--- src/rtl/knn_vote_if.sv ---
// Handshake/bus bundle between the top-K tracker, the vote unit and the result consumer.
// master drives the neighbour list, start and result_ready; slave is the vote unit.
interface knn_vote_if #(
    parameter int K       = 5,
    parameter int DIST_W  = 32,
    parameter int LABEL_W = 2,
    parameter int CNT_W   = 3
);
    logic                 start;
    logic [K*DIST_W-1:0]  top_dist;
    logic [K*LABEL_W-1:0] top_label;
    logic [K-1:0]         top_valid;
    logic                 busy;
    logic                 result_valid;
    logic                 result_ready;
    logic [LABEL_W-1:0]   class_out;
    logic [CNT_W-1:0]     vote_count;
    logic [DIST_W-1:0]    nearest_dist;
    logic                 empty;

    modport master (
        output start, top_dist, top_label, top_valid, result_ready,
        input  busy, result_valid, class_out, vote_count, nearest_dist, empty
    );

    modport slave (
        input  start, top_dist, top_label, top_valid, result_ready,
        output busy, result_valid, class_out, vote_count, nearest_dist, empty
    );
endinterface

--- src/rtl/knn_vote.sv ---
// k-NN majority vote: snapshots the top-K list, scans one entry per cycle, then picks the
// class with the most votes (ties broken by nearest distance, then lowest index).
module knn_vote #(
    parameter int K           = 5,
    parameter int NUM_CLASSES = 4,
    parameter int DIST_W      = 32,
    parameter int LABEL_W     = 2,
    parameter int CNT_W       = 3
) (
    input  logic        clk,
    input  logic        rst_n,
    knn_vote_if.slave   bus
);
    localparam int IDX_W = (K > 1) ? $clog2(K) : 1;
    localparam int CLS_W = (NUM_CLASSES > 1) ? $clog2(NUM_CLASSES) : 1;

    typedef enum logic [1:0] {IDLE, SCAN, DECIDE, HOLD} state_t;

    state_t               state_q;
    logic [K*DIST_W-1:0]  snap_dist_q;
    logic [K*LABEL_W-1:0] snap_label_q;
    logic [K-1:0]         snap_valid_q;
    logic [IDX_W-1:0]     idx_q;
    logic [CLS_W-1:0]     cls_q;
    logic [CNT_W-1:0]     votes_q [NUM_CLASSES];
    logic [DIST_W-1:0]    near_q  [NUM_CLASSES];
    logic [CNT_W-1:0]     best_votes_q, best_votes_d;
    logic [DIST_W-1:0]    best_near_q, best_near_d;
    logic [LABEL_W-1:0]   best_cls_q, best_cls_d;
    logic                 busy_q, result_valid_q, empty_q;
    logic [LABEL_W-1:0]   class_q;
    logic [CNT_W-1:0]     vote_q;
    logic [DIST_W-1:0]    nearest_q;

    // Snapshot is shifted down each SCAN cycle, so the current entry is always slot 0.
    logic [DIST_W-1:0]  cur_dist;
    logic [LABEL_W-1:0] cur_label;
    logic               counted;
    logic               take;

    assign cur_dist  = snap_dist_q[DIST_W-1:0];
    assign cur_label = snap_label_q[LABEL_W-1:0];
    assign counted   = snap_valid_q[0] && ({1'b0, cur_label} < (LABEL_W+1)'(NUM_CLASSES));

    always_comb begin
        take = 1'b0;
        if (votes_q[cls_q] > best_votes_q) begin
            take = 1'b1;
        end else if (votes_q[cls_q] == best_votes_q && near_q[cls_q] < best_near_q) begin
            take = 1'b1;
        end
        best_votes_d = take ? votes_q[cls_q]    : best_votes_q;
        best_near_d  = take ? near_q[cls_q]     : best_near_q;
        best_cls_d   = take ? LABEL_W'(cls_q)   : best_cls_q;
    end

    always_ff @(posedge clk or negedge rst_n) begin
        if (!rst_n) begin
            state_q        <= IDLE;
            snap_dist_q    <= '0;
            snap_label_q   <= '0;
            snap_valid_q   <= '0;
            idx_q          <= '0;
            cls_q          <= '0;
            best_votes_q   <= '0;
            best_near_q    <= '0;
            best_cls_q     <= '0;
            busy_q         <= 1'b0;
            result_valid_q <= 1'b0;
            empty_q        <= 1'b0;
            class_q        <= '0;
            vote_q         <= '0;
            nearest_q      <= '0;
            for (int c = 0; c < NUM_CLASSES; c++) begin
                votes_q[c] <= '0;
                near_q[c]  <= '0;
            end
        end else begin
            case (state_q)
                IDLE: begin
                    if (bus.start) begin
                        snap_dist_q  <= bus.top_dist;
                        snap_label_q <= bus.top_label;
                        snap_valid_q <= bus.top_valid;
                        for (int c = 0; c < NUM_CLASSES; c++) begin
                            votes_q[c] <= '0;
                            near_q[c]  <= '1;
                        end
                        idx_q        <= '0;
                        best_votes_q <= '0;
                        best_near_q  <= '1;
                        best_cls_q   <= '0;
                        busy_q       <= 1'b1;
                        state_q      <= SCAN;
                    end
                end
                SCAN: begin
                    if (counted) begin
                        votes_q[cur_label] <= votes_q[cur_label] + 1'b1;
                        if (cur_dist < near_q[cur_label]) begin
                            near_q[cur_label] <= cur_dist;
                        end
                    end
                    snap_dist_q  <= snap_dist_q >> DIST_W;
                    snap_label_q <= snap_label_q >> LABEL_W;
                    snap_valid_q <= snap_valid_q >> 1;
                    idx_q        <= idx_q + 1'b1;
                    if (idx_q == IDX_W'(K - 1)) begin
                        cls_q   <= '0;
                        state_q <= DECIDE;
                    end
                end
                DECIDE: begin
                    best_votes_q <= best_votes_d;
                    best_near_q  <= best_near_d;
                    best_cls_q   <= best_cls_d;
                    cls_q        <= cls_q + 1'b1;
                    // With zero votes nothing can displace the initial best, so the
                    // empty result (class 0, count 0, all-ones distance) falls out naturally.
                    if (cls_q == CLS_W'(NUM_CLASSES - 1)) begin
                        class_q        <= best_cls_d;
                        vote_q         <= best_votes_d;
                        nearest_q      <= best_near_d;
                        empty_q        <= (best_votes_d == '0);
                        result_valid_q <= 1'b1;
                        state_q        <= HOLD;
                    end
                end
                HOLD: begin
                    if (bus.result_ready) begin
                        result_valid_q <= 1'b0;
                        busy_q         <= 1'b0;
                        state_q        <= IDLE;
                    end
                end
                default: state_q <= IDLE;
            endcase
        end
    end

    assign bus.busy         = busy_q;
    assign bus.result_valid = result_valid_q;
    assign bus.class_out    = class_q;
    assign bus.vote_count   = vote_q;
    assign bus.nearest_dist = nearest_q;
    assign bus.empty        = empty_q;
endmodule

--- src/flat_wrapper.sv ---
// flat-port wrapper written by rule: the top's interface ports become plain ports
module knn_vote_flat 
#(
    parameter int K           = 5,
    parameter int NUM_CLASSES = 4,
    parameter int DIST_W      = 32,
    parameter int LABEL_W     = 2,
    parameter int CNT_W       = 3
)
  (clk, rst_n, bus_start, bus_top_dist, bus_top_label, bus_top_valid, bus_result_ready, bus_busy, bus_result_valid, bus_class_out, bus_vote_count, bus_nearest_dist, bus_empty);
  knn_vote_if #(.K(K), .DIST_W(DIST_W), .LABEL_W(LABEL_W), .CNT_W(CNT_W)) bus_i ();
  input  logic clk;
  input  logic rst_n;
  input wire logic [$bits(bus_i.start)-1:0] bus_start;
  input wire logic [$bits(bus_i.top_dist)-1:0] bus_top_dist;
  input wire logic [$bits(bus_i.top_label)-1:0] bus_top_label;
  input wire logic [$bits(bus_i.top_valid)-1:0] bus_top_valid;
  input wire logic [$bits(bus_i.result_ready)-1:0] bus_result_ready;
  output wire logic [$bits(bus_i.busy)-1:0] bus_busy;
  output wire logic [$bits(bus_i.result_valid)-1:0] bus_result_valid;
  output wire logic [$bits(bus_i.class_out)-1:0] bus_class_out;
  output wire logic [$bits(bus_i.vote_count)-1:0] bus_vote_count;
  output wire logic [$bits(bus_i.nearest_dist)-1:0] bus_nearest_dist;
  output wire logic [$bits(bus_i.empty)-1:0] bus_empty;
  assign bus_i.start = bus_start;
  assign bus_i.top_dist = bus_top_dist;
  assign bus_i.top_label = bus_top_label;
  assign bus_i.top_valid = bus_top_valid;
  assign bus_i.result_ready = bus_result_ready;
  assign bus_busy = bus_i.busy;
  assign bus_result_valid = bus_i.result_valid;
  assign bus_class_out = bus_i.class_out;
  assign bus_vote_count = bus_i.vote_count;
  assign bus_nearest_dist = bus_i.nearest_dist;
  assign bus_empty = bus_i.empty;
  knn_vote #(.K(K), .NUM_CLASSES(NUM_CLASSES), .DIST_W(DIST_W), .LABEL_W(LABEL_W), .CNT_W(CNT_W)) u_core (.clk(clk), .rst_n(rst_n), .bus(bus_i));
endmodule
--- config.mk ---
export PLATFORM = sky130hd
export DESIGN_NAME = knn_vote_flat
export DESIGN_NICKNAME = d
export VERILOG_FILES = /design/src/rtl/knn_vote_if.sv /design/src/rtl/knn_vote.sv /design/src/flat_wrapper.sv
export SDC_FILE = /design/constraint.sdc
export NUM_CORES = 1
export LEC_CHECK = 0
export ABC_AREA = 0
export CORE_MARGIN = 8
export CORE_UTILIZATION = 62
export CTS_CLUSTER_DIAMETER = 50
export CTS_CLUSTER_SIZE = 16
export DETAILED_ROUTE_END_ITERATION = 10
export PLACE_DENSITY = 0.86
export SLEW_MARGIN = 20
export SYNTH_ARGS = -nofsm -noshare
export SYNTH_HDL_FRONTEND = slang
export SYNTH_SLANG_ARGS = --single-unit
--- constraint.sdc ---
create_clock -name clk -period 11.9 [get_ports clk]
set_input_delay 2.38 -clock clk [delete_from_list [all_inputs] [get_ports clk]]
set_output_delay 2.38 -clock clk [all_outputs]
set_load 0.05 [all_outputs]
-- After elaboration in Yosys (flattened, before gate mapping)
Cells that the tools add are included.
- flip-flop bits (word level): 399
- input bits: 179
- muxes and demuxes: 55
- reduce and logical (&&, ||, !) cells: 18
- magnitude comparators: 6
- equality and inequality tests: 12
- bitwise gates (word level): 2
- add/sub/neg operators: 3
- operators by type and width (kind ; count):
    $mux 128 ; 3
    $pmux 160 s2 ; 1
    $pmux 128 s2 ; 1
    $mux 32 ; 7
    $mux 160 ; 1
    $bmux 32 s2 ; 2
    $bwmux 128 ; 1
    $demux 32 s2 ; 1
    $lt 32x32->1 ; 2
    $pmux 32 s2 ; 1
    $mux 12 ; 2
    $pmux 12 s2 ; 1
    $mux 3 ; 7
    $pmux 10 s2 ; 1
    $mux 2 ; 7
    $bmux 3 s2 ; 2
    $bwmux 12 ; 1
    $pmux 3 s2 ; 2
    $mux 10 ; 1
    $pmux 5 s2 ; 1
    $reduce_bool 2->1 ; 5
    $reduce_and 3->1 ; 3
    $ne 2x1->1 const B ; 4
    $pmux 2 s2 ; 2
    other kinds (21) ; 37

-- Logic depth before layout (Yosys ltp)
- depth in word-level cells: 10
- mapped depth: 15
- depth with buffers taken out: 10

-- Least setup slack after synthesis
Ideal clock, no wire load.
- path type: reg-to-reg
- start point: reg u_core.snap_label_q[0]
- end point: reg u_core.near_q[54] (netlist name)
- setup slack: 7.821 ns
- arrival time: 3.947 ns
- library setup time: 0.133 ns
- required time: 11.767 ns
- stages on the path, launching flop included: 15
- path buffers: 4
- cell sequence: dfrtp_1 > buf_2 > buf_1 > buf_1 > mux4_2 > inv_1 > ha_1 > a211oi_1 > o21bai_1 > a21o_1 > a221oi_1 > a21oi_1 > o21ai_1 > clkbuf_1 > a2bb2oi_1
- longest elaborated chain between the ends: 9
- elaborated cells between the ends (all ways): 16
- classes of those cells: order compare: 3; eq/ne: 1; mux: 9; bitwise: 1; reduce/logical: 2
- RTL lines (element ; RTL line ; RTL):
    start: declaration ; knn_vote.sv:21 ; logic [K*LABEL_W-1:0] snap_label_q;
    start signal: assignment ; knn_vote.sv:83 ; snap_label_q <= bus.top_label;
    start signal: assignment ; knn_vote.sv:105 ; snap_label_q <= snap_label_q >> LABEL_W;
    $not 2->3 (implied by the code) * ; knn_vote.sv:100, knn_vote.sv:101 ;
    branches (longest 8 deep; another with $lt 32x32->1) ; - ;
    end signal: indexed assignment ; knn_vote.sv:101 ; near_q[cur_label] <= cur_dist;
    end: declaration ; knn_vote.sv:26 ; logic [DIST_W-1:0] near_q [NUM_CLASSES];
Mark *: on every way between the ends. The select of a mux whose other input is x is not followed.
A chain may end at the register's enable or synchronous reset.

-- Final worst setup path
- start point: in bus_start
- end point: reg u_core.near_q[126] (netlist name)
- longest elaborated chain between the ends: 2
- RTL lines (element ; RTL line ; RTL):
    start: declaration ; flat_wrapper.sv:14 ; input wire logic [$bits(bus_i.start)-1:0] bus_start;
    $ne 2x2->1 (no source line) ; - ;
    $reduce_and 4->1 (no source line) ; - ;
Every way passes these cells.

==> results.json <==
{
  "synthArstFlopShare_pct": 100.0,
  "setup_viol": 0,
  "hp-start": "u_core.snap_dist_q[100]$_DFFE_PN0P_",
  "synth_common_cells": "dfrtp_1, nand2_1, o21ai_0",
  "met1Wirelength_um": 22080,
  "rsz0062_at_grt": "no",
  "routedWlPerCell_um": 21.76,
  "area_delta_synth_final_pct": 18.28,
  "postCtsResizedCells": 0,
  "dr.pass1.iters": 5,
  "synth.distinct_cells": 62,
  "n_antenna_cell": 0,
  "synthFlopType": "dfrtp_1",
  "startpoint_type": "primary input",
  "cp_max_fo": 20,
  "antenna_found_initial": 0,
  "post_cts_buffers": 0,
  "holdBufCountCts": 0,
  "core_area_sq_um": 32540,
  "synth-seq-cells": 399,
  "numCtsBuffers": 39,
  "fin_hold_ws_ps": 476.7,
  "place_area_sq_um": 22860,
  "drt.antenna.violating_nets": 0,
  "synth-seq-area-share_pct": 48.64,
  "routed-via-count": 16030,
  "ys_top_cells_by_area": "dfrtp_1, mux4_2, mux2i_1",
  "hp-class": "reg2reg",
  "clock_skew_ps": 17.27,
  "cts_root_buffer": "clkbuf_16",
  "gp_congestion": 0.8848,
  "avgSynthCellArea_sq_um": 10.90,
  "routed_via_density": 6.438,
  "ios": 219,
  "cts.clk_slew.worst_paths_ps": 60,
  "synth.most_common_cell": "dfrtp_1",
  "grt_pass1_vias": 16360,
  "reg2reg_depth": 12,
  "cts_max_path_buffers": 3,
  "drv_cap": 0,
  "initial_core_util_pct": 63.09,
  "hpwlAfterDp_um": 35490,
  "cp.required_ps": 12330,
  "drtIter0Drc": 1654,
  "core.rowCount": 66,
  "slew_headroom_pct": 21.81,
  "cp-startpoint": "bus_start",
  "synth_top_area_share_pct": 48.64,
  "grt_overflow": 0,
  "clock_latency_ps": 540,
  "synth_edf_count": 0,
  "fin_area_sq_um": 24280,
  "netlist_area_sq_um": 20530,
  "cts_tree": "yes",
  "reg2reg_to": "u_core.near_q[126]$_DFFE_PN0P_",
  "finalCriticalPeriod_ps": 5378,
  "cts.sink_count": 399,
  "cts-htree-levels": 2,
  "fin_crit_sh_pct": 45.20,
  "fin_nets": 2272,
  "met2WireLength_um": 25550,
  "io_buffers": 218,
  "critPathKind": "in2reg",
  "layout-drive-gt1-share_pct": 9.717,
  "setup_tns_ps": 0,
  "crit_arrival_ps": 5810,
  "status": "finished, final reports clean",
  "fmax_ghz": 0.1859,
  "syn_inst": 1883,
  "r2r_start": "u_core.snap_label_q[0]$_DFFE_PN0P_",
  "max_slew.worst_pin.slew_ps": 1168,
  "mappedNetlistNets": 2135,
  "grt_max_degree": 316,
  "grtUsageTotal_pct": 27.68,
  "reg2reg_slack_ps": 6690,
  "hold_violations": 0,
  "top_layer": "met4",
  "met3_length_um": 5196,
  "drv_slew": 0,
  "grt_pass1_wl_um": 87680,
  "synth_largest_area_cell": "dfrtp_1",
  "cp-end-kind": "flop",
  "yosys_warnings": 0,
  "die_area_sq_um": 39180,
  "endpoint": "u_core.near_q[126]$_DFFE_PN0P_",
  "drc": 0,
  "wirelength_um": 54170,
  "die_x_um": 198.0,
  "die_y_um": 198.0
}
layer usage:
metal	global-route usage, %	vias up
met5	0	-
met4	8.462	0
met3	7.419	111
met2	43.28	799
met1	37.63	7936
li1	-	7184
worst max-delay path, stage by stage:
cell	delay, ps
clkdlybuf4s50_1	640
nand2b_2	260
o21ai_4	90
nor4b_2	280
o31a_1	380
o21ai_2	180
nor3b_2	920
buf_4	450
a2bb2oi_1	220
worst min path at each step:
stage	to	slack [ps]	cells after the start
after floorplan	u_core.snap_dist_q[100]$_DFFE_PN0P_	450	2
after global placement	u_core.snap_dist_q[114]$_DFFE_PN0P_	460	2
after detailed placement	u_core.snap_dist_q[124]$_DFFE_PN0P_	470	2
after CTS	u_core.snap_dist_q[64]$_DFFE_PN0P_	480	2
after global routing	u_core.snap_dist_q[54]$_DFFE_PN0P_	500	2
final	u_core.snap_dist_q[100]$_DFFE_PN0P_	480	2
cell type report:
type	count	area, sq um
Clock buffer	48	1092
Clock inverter	21	287.8
Fill cell	2111	8258
Inverter	73	274.0
Multi-Input combinational cell	1264	9673
Sequential cell	399	9987
Tap cell	442	553.0
Timing Repair Buffer	243	2411
cell families (layout without fill, tap and decap cells):
| logic type | after synthesis | in the layout | synth area share [%] |
|---|---|---|---|
| simple gates | 422 | 422 | 9.071 |
| compound gates | 551 | 551 | 18.43 |
| fa+ha+maj | 73 | 73 | 4.450 |
| buf+inv | 220 | 385 | 4.633 |
| mux | 215 | 215 | 14.65 |
| xor+xnor | 3 | 3 | 0.1280 |
| flops | 399 | 399 | 48.64 |
state kept, by name, indices dropped and copies added (netlist names), 3 cells and up:
signal and count:
u_core.snap_dist_q 160, u_core.near_q 128, u_core.best_near_q 32, u_core.bus.nearest_dist 32, u_core.votes_q 12, u_core.snap_label_q 10, u_core.snap_valid_q 5, u_core.best_votes_q 3
u_core.bus.vote_count 3, u_core.idx_q 3
per-stage QoR:
stage | utilization [%] | cells | worst slack (ps)
2_1_floorplan | - | 1883 | 7821
3_3_place_gp | 70.26 | 2420 | 6203
3_5_place_dp | 70.26 | 2420 | 6101
4_1_cts | 74.50 | 2489 | 6584
5_1_grt | 74.62 | 2490 | 6323
6_report | 74.62 | 2490 | 6522
layout by cell type, fill, tap and decap left out, drive strengths merged, types with 51 or more instances in the layout:
cell type      instances
a21oi                 51
a2bb2oi              128
clkdlybuf4s50        217
dfrtp                399
ha                    73
inv                   81
mux2i                144
mux4                  68
nand2                258
nor2                  63
o21ai                190
Power is left out: the tool's default activity adds up to more than one toggle a clock period on the data nets, which glitch-free logic cannot reach.
